--- src/rtl/alu_issue_ctrl.sv ---
// Issue controller for the combinational N-bit ALU: accepts one instruction per handshake,
// reads both operands from a local register file and writes the ALU result back two cycles later.
//
// state | meaning
// IDLE  | instr_ready high, waiting for a handshake
// ISSUE | operands and opcode on the ALU inputs, ALU settling
// WB    | data_valid written to regfile[rd] and result on the next edge
module alu_issue_ctrl #(
    parameter int N  = 32,
    parameter int RA = 3
) (
    input  logic          clk,
    input  logic          rst,
    input  logic          instr_valid,
    output logic          instr_ready,
    input  logic [2:0]    instr_op,
    input  logic [RA-1:0] instr_rd,
    input  logic [RA-1:0] instr_rs0,
    input  logic [RA-1:0] instr_rs1,
    input  logic          instr_cin,
    input  logic          wr_en,
    input  logic [RA-1:0] wr_addr,
    input  logic [N-1:0]  wr_data,
    input  logic [RA-1:0] rd_addr,
    output logic [N-1:0]  rd_data,
    output logic [2:0]    AOP,
    output logic [N-1:0]  reg_in0,
    output logic [N-1:0]  reg_in1,
    output logic          c_in,
    input  logic [N-1:0]  data_valid,
    output logic [N-1:0]  result,
    output logic          done,
    output logic          illegal
);

    localparam int DEPTH = 1 << RA;

    typedef enum logic [1:0] {
        IDLE  = 2'd0,
        ISSUE = 2'd1,
        WB    = 2'd2
    } state_t;

    state_t        state;
    logic [RA-1:0] rd_q;
    logic [N-1:0]  regs [DEPTH];
    logic          op_legal;

    always_comb op_legal = (instr_op != 3'b010) && (instr_op != 3'b111);

    assign instr_ready = (state == IDLE);
    assign rd_data     = regs[rd_addr];

    always_ff @(posedge clk) begin
        if (rst) begin
            state   <= IDLE;
            rd_q    <= '0;
            AOP     <= 3'b000;
            reg_in0 <= '0;
            reg_in1 <= '0;
            c_in    <= 1'b0;
            result  <= '0;
            done    <= 1'b0;
            illegal <= 1'b0;
            for (int i = 0; i < DEPTH; i++) regs[i] <= '0;
        end else begin
            done    <= 1'b0;
            illegal <= 1'b0;
            if (wr_en) regs[wr_addr] <= wr_data;
            // Writeback is assigned after the preload so it wins on an address collision.
            case (state)
                IDLE: begin
                    if (instr_valid) begin
                        if (op_legal) begin
                            AOP     <= instr_op;
                            reg_in0 <= regs[instr_rs0];
                            reg_in1 <= regs[instr_rs1];
                            c_in    <= instr_cin;
                            rd_q    <= instr_rd;
                            state   <= ISSUE;
                        end else begin
                            illegal <= 1'b1;
                        end
                    end
                end
                ISSUE: state <= WB;
                WB: begin
                    regs[rd_q] <= data_valid;
                    result     <= data_valid;
                    done       <= 1'b1;
                    state      <= IDLE;
                end
                default: state <= IDLE;
            endcase
        end
    end

endmodule

--- config.mk ---
export PLATFORM = sky130hd
export DESIGN_NAME = alu_issue_ctrl
export DESIGN_NICKNAME = d
export VERILOG_FILES = /design/src/rtl/alu_issue_ctrl.sv
export SDC_FILE = /design/constraint.sdc
export NUM_CORES = 1
export LEC_CHECK = 0
export CORE_ASPECT_RATIO = 1.5
export CORE_UTILIZATION = 62
export DETAILED_ROUTE_END_ITERATION = 16
export PLACE_DENSITY = 0.86
export SLEW_MARGIN = 10
export SYNTH_ARGS = -nofsm -noshare
export SYNTH_HDL_FRONTEND = slang
export SYNTH_SLANG_ARGS = --single-unit
--- constraint.sdc ---
create_clock -name clk -period 5.7 [get_ports clk]
set_clock_uncertainty 0.15 [all_clocks]
set_input_delay 0.57 -clock clk [delete_from_list [all_inputs] [get_ports clk]]
set_output_delay 0.57 -clock clk [all_outputs]
set_load 0.05 [all_outputs]
==> run_results.csv <==
group,metric,value,unit
outcome,outcome,"complete, no violations",
placement,dp_slack,1.89,ns
worst_setup_path,worst_setup_path_end_kind,"output port",
worst_setup_path,crit_path_max_fanout,36,
worst_setup_path,crit_slowest_cell,"clkdlybuf4s50_1",
global_routing,grt_pass1_vias,18373,
power_and_ir_drop,leakagePower,0.00816,uW
route,route.met3.wl,9200,microns
cells_and_area,nNetsFinal,2217,
timing,slew_viol_final,0,
clocking,cts_buffers,36,
cells_and_area,final_common_cell,"nand2_1",
route,wl,68000,microns
floorplan,fp.dieW,153,microns
synth,synthesis.area,0.0213,sq mm
floorplan,initial_core_util,0.633,
route,via_count,18221,
clocking,clk_path_buf_depth,3,
cells_and_area,nFillCells,2252,
worst_setup_path,max_stage_delay,0.71,ns
route,via_per_inst,7.06,
route,wl_met2,32700,microns
route,first_pass_iters,6,
route,first_iter_violations,2630,
min_path,hp-class,"flip-flop to flip-flop",
timing,relSlewSlack,0.145,
power_and_ir_drop,power_density,279,mW/mm^2
worst_setup_path,r2r_start,"state[1]",
clocking,clockRootBuffer,"clkbuf_16",
route,drc,0,
timing,fin_crit_sh,0.675,
power_and_ir_drop,vdd_drop_max,0.289,mV
worst_setup_path,startpoint,"rd_addr[0]",
synth,ys_seq_area_frac,0.462,
worst_setup_path,crit_arrival,3.13,ns
clocking,post_cts_resized,0,
route,wire_per_inst,26.4,microns
worst_setup_path,criticalPathCategory,"primary input to output port",
clocking,cts_sinks,363,
route,top_layer,"met4",
synth,synth_top_cell_by_area,"edfxtp_1",
timing,final.setup.tns,0,ns
timing,setup_violations,0,
worst_setup_path,rrSetupSlack,2.64,ns
worst_setup_path,worstPathRequired,4.98,ns
worst_setup_path,worstSetupStartpointType,"primary input",
clocking,hold_buffers,0,
clocking,post-cts-setup-buffers,0,
global_routing,grt_pass1_wl,102000,microns
worst_setup_path,cp_cell_sequence,"buf_4 -> buf_12 -> mux4_2 -> mux2_2 -> clkdlybuf4s50_1",
synth,synth-edff-count,256,
placement,hpwl,39100,microns
floorplan,dieArea,0.0351,sq mm
timing,fmax,260,MHz
floorplan,rows,82,
global_routing,antenna_found_initial,5,
global_routing,grt_max_degree,77,
timing,layout_setup_ws,1.85,ns
synth,synth_seq_cells,363,
clocking,clk_pin_slew,0.06,ns
timing,rsz0062_at_grt,"false",
synth,synth_nets,2178,
floorplan,core,0.0337,sq mm
floorplan,io_pins,222,
synth,ys_top_cells_by_area,"edfxtp_1 36%, mux4_2 14%, nand2_1 10%",
placement,numPortBuffers,221,
synth,synth_top_area_share,0.361,
route,wl_met1,21100,microns
synth,avgSynthCellArea,10.2,sq um
synth,synth_flop_cell,"edfxtp_1",
clocking,cts_tree,"yes",
cells_and_area,area_growth,13.1,%
floorplan,die_y,229,microns
clocking,insertion_delay,0.54,ns
cells_and_area,layout_common_cells,"591 x nand2_1, 256 x edfxtp_1, 211 x clkdlybuf4s50_1",
timing,tightest_slew,1.28,ns
global_routing,track_usage,0.389,
clocking,htreeDepth,2,
timing,period_needed,3.85,ns
cells_and_area,layout-drive-gt1-share,0.135,
synth,synth_async_sr_flop_share,0,
synth,syn_inst,2091,
synth,synth.distinct_cells,36,
worst_setup_path,reg2reg_depth,4,
synth,yosys_warnings,0,
flow_run,cap_violations,0,
placement,gp_congestion,0.855,
worst_setup_path,critPathCapture,"rd_data[29]",
global_routing,gr-total-overflow,0,
worst_setup_path,reg2reg_to,"regs[7][21]",
timing,hold_viol_final,0,
route,ant_nets,0,
==> worst min-delay path by stage <==
stage               startpoint         to  slack, ns  cells past startpoint
finish               result[2]  result[2]       0.30                      2
global placement     result[5]  result[5]       0.29                      2
detailed placement   result[2]  result[2]       0.30                      2
CTS                  result[2]  result[2]       0.30                      2
global route         result[2]  result[2]       0.32                      2
floorplan              rd_q[2]    rd_q[2]       0.29                      2
==> cells in the mapped netlist (2+ instances only) <==
master / instances
nor2_1: 73
a211oi_1: 64
a21oi_1: 38
nor3_1: 65
or3_1: 8
dfxtp_1: 107
o21ai_1: 161
clkbuf_1: 108
nand2_1: 591
or2_2: 2
or3b_4: 2
nand2b_1: 6
mux4_2: 129
o22ai_1: 63
buf_2: 58
nor2_2: 8
o21ai_0: 95
buf_1: 4
mux2_2: 32
clkbuf_2: 4
buf_4: 44
buf_6: 32
or4b_4: 2
nor2_4: 2
edfxtp_1: 256
mux2i_1: 127
==> layer usage <==
layer | vias up | GRT usage
li1 | 7616 | -
met1 | 8512 | 0.432
met2 | 1679 | 0.636
met3 | 414 | 0.102
met4 | 0 | 0.307
met5 | - | 0
==> cell families after synthesis <==
group / share of synthesized area
XOR/XNOR: 0.000411
AND/OR/NAND/NOR: 0.147
flip-flops: 0.462
multiplexers: 0.213
AO/OA/AOI/OAI: 0.111
buffers and inverters: 0.0668
==> sequential cells by signal (all words and copies together) (netlist names) <==
signal   flops
regs       256
rd_q         3
reg_in0     32
state        2
reg_in1     32
illegal      1
result      32
AOP          3
c_in         1
done         1
==> power by group <==
part	internal [uW]	switching, uW
Clock	1350	1020
Combinational	465	804
Sequential	2970	111
==> final cells by class <==
| class | count | area (sq um) | share of cell area |
|---|---|---|---|
| multi-input combinational | 1478 | 10100 | 0.421 |
| clock inverter | 6 | 28.8 | 0.00120 |
| sequential | 363 | 9830 | 0.408 |
| antenna | 5 | 12.5 | 0.000520 |
| timing repair buffer | 251 | 2410 | 0.100 |
| tap | 420 | 526 | 0.0218 |
| clock buffer | 58 | 1130 | 0.0468 |
==> critical path, delay by kind of cell <==
| kind | cells | cell delay, ns |
|---|---|---|
| muxes | 2 | 0.91 |
| buffers and inverters | 3 | 1.59 |
==> through the flow <==
stage	total power (uW)	std cells	area [sq um]	util	hold slack, ns
after floorplan	3970	2091	21300	-	0.294
after global placement	4330	2512	22900	0.681	0.293
after detailed placement	4370	2512	22900	0.681	0.296
after CTS	6690	2576	24100	0.715	0.305
after global routing	6870	2581	24100	0.715	0.324
final	6730	2581	24100	0.715	0.302
(Power assumes the default switching activity.)
